===== config.mk =====
export PLATFORM = sky130hd
export DESIGN_NAME = pattern_detector
export DESIGN_NICKNAME = d
export VERILOG_FILES = /design/src/rtl/pp_pkg.sv /design/src/rtl/pp_sym_shift.sv /design/src/rtl/pattern_detector.sv
export SDC_FILE = /design/constraint.sdc
export NUM_CORES = 1
export LEC_CHECK = 0
export CAP_MARGIN = 20
export CELL_PAD_IN_SITES_DETAIL_PLACEMENT = 0
export CELL_PAD_IN_SITES_GLOBAL_PLACEMENT = 1
export CORE_MARGIN = 2
export CORE_UTILIZATION = 39
export CTS_CLUSTER_SIZE = 30
export DETAILED_ROUTE_END_ITERATION = 10
export GPL_TIMING_DRIVEN = 0
export PLACE_DENSITY_LB_ADDON = 0.2
export SYNTH_ARGS = -nofsm -noshare
export SYNTH_HDL_FRONTEND = slang
export SYNTH_SLANG_ARGS = --single-unit

===== constraint.sdc =====
create_clock -name Clk -period 1.94 [get_ports Clk]
set_input_delay 0.388 -clock Clk [delete_from_list [all_inputs] [get_ports Clk]]
set_output_delay 0.388 -clock Clk [all_outputs]
set_load 0.02 [all_outputs]

===== src/rtl/pp_pkg.sv =====
// pp_pkg: shared state encoding and default target pattern for pattern_detector.
package pp_pkg;
    typedef enum logic {FILL = 1'b0, ARMED = 1'b1} pd_state_t;
    localparam logic [5:0] DEFAULT_PATTERN = 6'b10_01_00;
endpackage


===== src/rtl/pp_sym_shift.sv =====
// pp_sym_shift: DEPTH-symbol history shift register with saturating fill counter.
module pp_sym_shift #(
    parameter int SYM_W = 2,
    parameter int DEPTH = 3,
    parameter int FW    = $clog2(DEPTH + 1)
) (
    input  logic                   Clk,
    input  logic                   Rst,
    input  logic                   clear,
    input  logic                   shift,
    input  logic                   restart,
    input  logic [SYM_W-1:0]       sym,
    output logic [DEPTH*SYM_W-1:0] hist_next,
    output logic [FW-1:0]          fill
);
    localparam int HW = DEPTH * SYM_W;

    logic [HW-1:0] hist;

    // the cast drops the oldest symbol off the MSB end
    assign hist_next = HW'({hist, sym});

    always_ff @(posedge Clk or negedge Rst) begin
        if (!Rst) begin
            hist <= '0;
            fill <= '0;
        end else if (clear) begin
            hist <= '0;
            fill <= '0;
        end else if (shift) begin
            hist <= hist_next;
            fill <= restart ? '0 : (fill == FW'(DEPTH) ? fill : fill + 1'b1);
        end
    end
endmodule


===== src/rtl/pattern_detector.sv =====
// pattern_detector: matches a DEPTH-symbol sequence, emits a one-cycle pulse and counts matches.
module pattern_detector
    import pp_pkg::*;
#(
    parameter int                     SYM_W   = 2,
    parameter int                     DEPTH   = 3,
    parameter logic [DEPTH*SYM_W-1:0] PATTERN = DEFAULT_PATTERN,
    parameter bit                     OVERLAP = 1'b1,
    parameter int                     CNT_W   = 8
) (
    input  logic             Clk,
    input  logic             Rst,
    input  logic [SYM_W-1:0] sym_in,
    input  logic             sym_valid,
    input  logic             clear,
    output logic             q,
    output logic [CNT_W-1:0] match_cnt,
    output logic             armed
);
    localparam int FW = $clog2(DEPTH + 1);

    logic [DEPTH*SYM_W-1:0] hist_next;
    logic [FW-1:0]          fill;
    logic                   match;
    logic                   restart;
    logic                   near_full;
    pd_state_t              state;
    pd_state_t              state_nx;

    pp_sym_shift #(.SYM_W(SYM_W), .DEPTH(DEPTH), .FW(FW)) u_shift (
        .Clk      (Clk),
        .Rst      (Rst),
        .clear    (clear),
        .shift    (sym_valid),
        .restart  (restart),
        .sym      (sym_in),
        .hist_next(hist_next),
        .fill     (fill)
    );

    assign near_full = fill >= FW'(DEPTH - 1);
    assign match     = sym_valid && !clear && near_full && hist_next == PATTERN;
    assign restart   = match && !OVERLAP;
    assign armed     = state == ARMED;

    always_comb begin
        state_nx = state;
        state_nx = (clear || restart) ? FILL : (sym_valid && near_full) ? ARMED : state;
    end

    always_ff @(posedge Clk or negedge Rst) begin
        if (!Rst) begin
            state     <= FILL;
            q         <= 1'b0;
            match_cnt <= '0;
        end else begin
            state     <= state_nx;
            q         <= match;
            match_cnt <= clear ? '0 : (match && match_cnt != '1) ? match_cnt + 1'b1 : match_cnt;
        end
    end
endmodule


### After elaboration in Yosys (flattened, before gate mapping)

Cells that the tools add are included.

* output and inout port bits: 10
* register bits after elaboration: 16
* logic and storage cells: 31

* muxes and demuxes: 9
* add/sub/neg operators: 2
* order comparisons: 1
* reductions and logical operators: 10
* eq/ne operators: 4

Operators with widths (count)
* $mux 8: 2
* $add 8x1->8 const B: 1
* $mux 4: 2
* $ne 8x8->1 const B: 1
* $eq 6x6->1 const B: 1
* $mux 2: 3
* $reduce_bool 2->1: 3
* $logic_and 1x1->1: 5
* $add 2x1->2 const B: 1
* $eq 2x2->1 const B: 1
* $ge 2x2->1 const B: 1
* $mux 1: 2
* $ne 2x2->1 const B: 1
* $reduce_and 2->1: 1
* $logic_not 1->1: 1

### Logic depth before layout (Yosys ltp)

* depth after elaboration: 7
* gate-level depth with buffers: 8
* depth with buffers taken out: 6

### Hierarchy

A second synthesis with hierarchy kept.

* cell total of the unflattened synthesis: 86
* area, all modules: 850.8 um^2

Modules (own cells, without submodules)
* pattern_detector: instances 1, cells each 58, area each 553.0 um^2
* pp_sym_shift: instances 1, cells each 28, area each 297.8 um^2

### Least setup slack after synthesis

Ideal clock, no wire load.

* path kind: register to register
* start point: register match_cnt[0]
* end point: register match_cnt[6]
* arrival time: 1.658 ns
* required time: 1.814 ns
* period minus slack after synthesis: 1.784 ns
* cell stages (with the launch flop): 7
* path slack: 0.156 ns
* buffers on the path: 1
* cells stage by stage: dfrtp_1 ha_1 and3_1 nand4_4 and2_4 buf_6 a221o_1

* cells in the longest elaborated chain, start to end: 3

RTL lines
* start: declaration: line pattern_detector.sv:17 `output logic [CNT_W-1:0] match_cnt,`
* start signal: assignment: line pattern_detector.sv:59 `match_cnt <= clear ? '0 : (match && match_cnt != '1) ? match_cnt + 1'b1 : match_cnt;`
* $add 8x1->8 / $ne 8x8->1 (equally long branches): line pattern_detector.sv:59
* $mux 8 / $logic_and 1x1->1 (equally long branches): line pattern_detector.sv:59
* $mux 8 / $reduce_bool 2->1 (equally long branches)

Parallel ways exist; a longest one is shown, timed or not. The select of a mux whose other input is x is not followed.
A chain may end at the register's enable or synchronous reset.

### Worst setup path in the final report

* start point: register u_shift.fill[0]
* end point: register match_cnt[0]

* cells in the longest elaborated chain, start to end: 5

RTL lines
* start: declaration: line pp_sym_shift.sv:14 `output logic [FW-1:0] fill`
* start signal: assignment: line pp_sym_shift.sv:32 `fill <= restart ? '0 : (fill == FW'(DEPTH) ? fill : fill + 1'b1);`
* $ge 2x2->1: line pattern_detector.sv:41 `assign near_full = fill >= FW'(DEPTH - 1);`
* $logic_and 1x1->1 (2 in series): line pattern_detector.sv:42 `assign match = sym_valid && !clear && near_full && hist_next == PATTERN;`
* via match: line pattern_detector.sv:24 `logic match;`
* $logic_and 1x1->1: line pattern_detector.sv:59
* $reduce_bool 2->1 (no line)

The timed path passes the listed nets, and every way through them passes these cells.

==> key figures <==
Critical path
  – Critical R2R Launch: u_shift.fill[0]
  – Critical setup path kind: reg -> reg
  – Crit path launch type: flip-flop
  – CP Data Required Time: about 2200 ps
  – Worst reg-to-reg path cell count: 7
  – Crit path buf inv count: 2
  – Critical path's slowest cell: dfrtp_1
  – Crit path launch: u_shift.fill[0]
  – CP arrival: 2070 ps
  – R2r setup slk: 110 ps
  – Delay-heaviest family, CP: compound AO/OA/AOI/OAI gates
  – Critical Path Max Stage Delay: roughly 400 ps
  – Worst Setup End Kind: flip-flop
  – Crit-path max FO: 8
  – Worst-path cell chain: inv_1, ha_1, o21a_1, and3_1, buf_6, a21oi_1, mux2_2
  – FF-to-FF End: match_cnt[0]

Yosys
  – Post-synth net total: 87
  – Synth Warn #: 0
  – Synthesized area: between 800 and 900 um2
  – Register area share after synthesis: between 40% and 50%
  – Netlist cell types: 31
  – Yosys top cell by area: dfrtp_1
  – Syn Area/Cell: 10.9 um2
  – Synth area leaders: dfrtp_1 47%, mux2i_1 5.9%, nor2_1 5.3%
  – Top-area cell type share of the netlist area: ~47%
  – Cells after Synth: 78
  – Synth Register Bits: 16

CTS
  – CTS tree: done
  – Clk buf depth: 2
  – Post-CTS repair timing setup buffer count: 0
  – Post-CTS resize count: 0
  – Clock Latency Late Sink: 290 ps
  – H-tree depth: 1
  – Cts hold-fix bufs: 0
  – CTS buffer count: 3
  – Clk slew on worst S/H paths: 100 ps
  – Total clock sinks: 16
  – Clock root cell: clkbuf_4

Timing
  – Final Hold Violating Endpoints: 0
  – Clock Skews: roughly 1.3 ps
  – Worst Max-Slew Pin Slew: roughly 740 ps
  – RSZ-0062 raised after global routing: no
  – F_max: ~550 MHz
  – Setup ws final: between 100 and 150 ps
  – Pins Over Slew Limit: 0
  – Clock period minus final worst setup slack: between 1500 and 2000 ps
  – Setup_tns: 0 ps
  – Setup violations, final: 0
  – Relative slew slack: between 50% and 60%
  – Final worst path period share: between 90% and 100%

Die
  – Initial Utilization: between 40% and 50%
  – Die X: 50.6 um
  – Io pins: 16
  – Rows: 16
  – Core area: about 2000 um2
  – DIE AREA: ~2600 um2
  – Height of the die: 50.6 um

Power and ir drop
  – Maximum VDD drop: about 0.4 mV
  – Switching Power: around 150 uW
  – Clock power frac: between 30% and 40%
  – Sw frac: a little under a quarter
  – Leakage power: just over 0.0005 uW
  – Comb pwr share: a little under a tenth
  – Pwr dens: between 600 and 700 nW/um2
  – Int Power: 487 uW
  – Sequential Power Share: between 50% and 60%

Placed design
  – RD Place Congestion: around 0.75
  – Hpwl dp: approximately 1200 um
  – Setup WS pre-CTS: -180 ps
  – Number of buffers inserted by port buffering: 14

GRT
  – Largest net degree at the start of global routing: 17
  – First-pass GRT wire length: 2640 um
  – Number of global-route vias before repair: roughly 600
  – GRT Total Usage: roughly 14%
  – GRT Residual Overflow: 0
  – Initial antenna violation count: 0

Final layout
  – Core Util, Final: 52.9%
  – Area grow syn2layout: 24.8%
  – Fin nets: ~110
  – Share of cells above drive strength 1: 11.5%
  – Ant diodes: 0

Drt
  – Via Count: ~620
  – Wire per inst: 12.9 um
  – Drt first pass iters: 4
  – # DRC: 0
  – Post-Route WL: 1590 um
  – Vias per inst: ~5.0
  – Antenna-violating nets left: 0
  – Starting DRT DRC Count: 5

Worst hold path
  – Hold EP: u_shift.hist[0]
  – Worst Hold Depth: 3
  – Launch point of the worst hold path: sym_valid
  – HP Class: in -> reg

Status
  – Outcome: complete, no violations

Run
  – Number of max-cap violations: 0
-- worst register-to-register path: stages, from the launching register on --
cell	delay (ps)
dfrtp_1	400
inv_1	60
ha_1	190
o21a_1	200
and3_1	170
buf_6	130
a21oi_1	370
mux2_2	250
-- cell usage after synthesis (all sizes together) --
master  instances
inv             2
o21a            1
nand4           1
a221o           1
nand2b          2
a21o            2
nor4            1
o31a            1
dfrtp          16
nor3            1
xnor2           3
nand2           3
mux2            1
nor2b           1
and3            3
clkbuf          1
a311oi          1
and2            3
o21ai           1
o211a           2
a22o            1
a211oi          1
a31o            1
ha              3
a21oi           1
nand3           3
mux2i           5
nor4bb          1
nor2           12
buf             3
-- kinds of logic (layout without fill, tap and decap cells) --
logic type	Yosys count	after routing	synth area share, %
AOI/OAI and AO/OA	13	13	12.4
xor gates and xnor gates	3	3	3.10
adders and majority gates	3	3	4.43
buffers and inverters	6	24	5.31
DFF	16	16	47.2
muxes	6	6	7.23
and+or+nand+nor	31	31	20.4
-- worst max-delay path by stage --
stage	end	slack (ps)	depth (start not counted)
floorplan	match_cnt[6]	160	6
global placement	match_cnt[6]	-170	6
detailed placement	match_cnt[6]	-180	6
CTS	match_cnt[0]	80	7
global route	match_cnt[0]	40	7
finish	match_cnt[0]	110	7
-- routing by layer --
metal,up-vias,GRT usage (%),share of wire (%)
met1,295,18.7,50
met4,0,5.41,0.88
li1,309,-,-
met5,-,0,0
met3,2,3.57,3.7
met2,15,21.5,45
-- placed cells by master, fill, tap and decap left out, types with 2 or more instances in the layout --
cell / n
clkdlybuf4s50_1: 14
xnor2_1: 3
nand2_1: 3
and2_1: 2
mux2i_1: 5
dfrtp_1: 16
nor2_1: 12
o211a_1: 2
buf_6: 3
clkbuf_4: 3
inv_1: 2
nand3_1: 3
ha_1: 3
nand2b_1: 2
a21o_1: 2
and3_1: 3
-- cell type report --
| class | instances | area, um2 |
|---|---|---|
| Sequential cell | 16 | 400 |
| Clock buffer | 4 | 36.3 |
| Buffer | 4 | 37.5 |
| Inverter | 2 | 7.51 |
| Tap cell | 27 | 33.8 |
| Multi-Input combinational cell | 56 | 403 |
| Fill cell | 191 | 943 |
| Timing Repair Buffer | 14 | 140 |
-- power groups by stage --
stage / logic (uW) / registers [uW] / clock network (uW)
after floorplan: 32.2 / 360 / 0
after global placement: 60.5 / 358 / 0
after detailed placement: 61.9 / 359 / 0
after CTS: 62.2 / 352 / 230
after global routing: 68.8 / 354 / 251
final: 60.5 / 352 / 225
-- sequential cells by signal, summed over array words and instances, names as in the netlist --
name,count
match_cnt,8
u_shift.fill,2
q,1
u_shift.hist,4
armed,1
-- metrics by stage --
stage          power (uW)  hold WS, ps  cells  area (um2)
6_report              638          384    123        1060
5_1_grt               673          403    123        1060
4_1_cts               644          389    123        1060
3_5_place_dp          420          491    119        1020
3_3_place_gp          419          484    119        1020
2_1_floorplan         392         92.4     78         848
No activity file was read; power rests on OpenSTA's default activity.
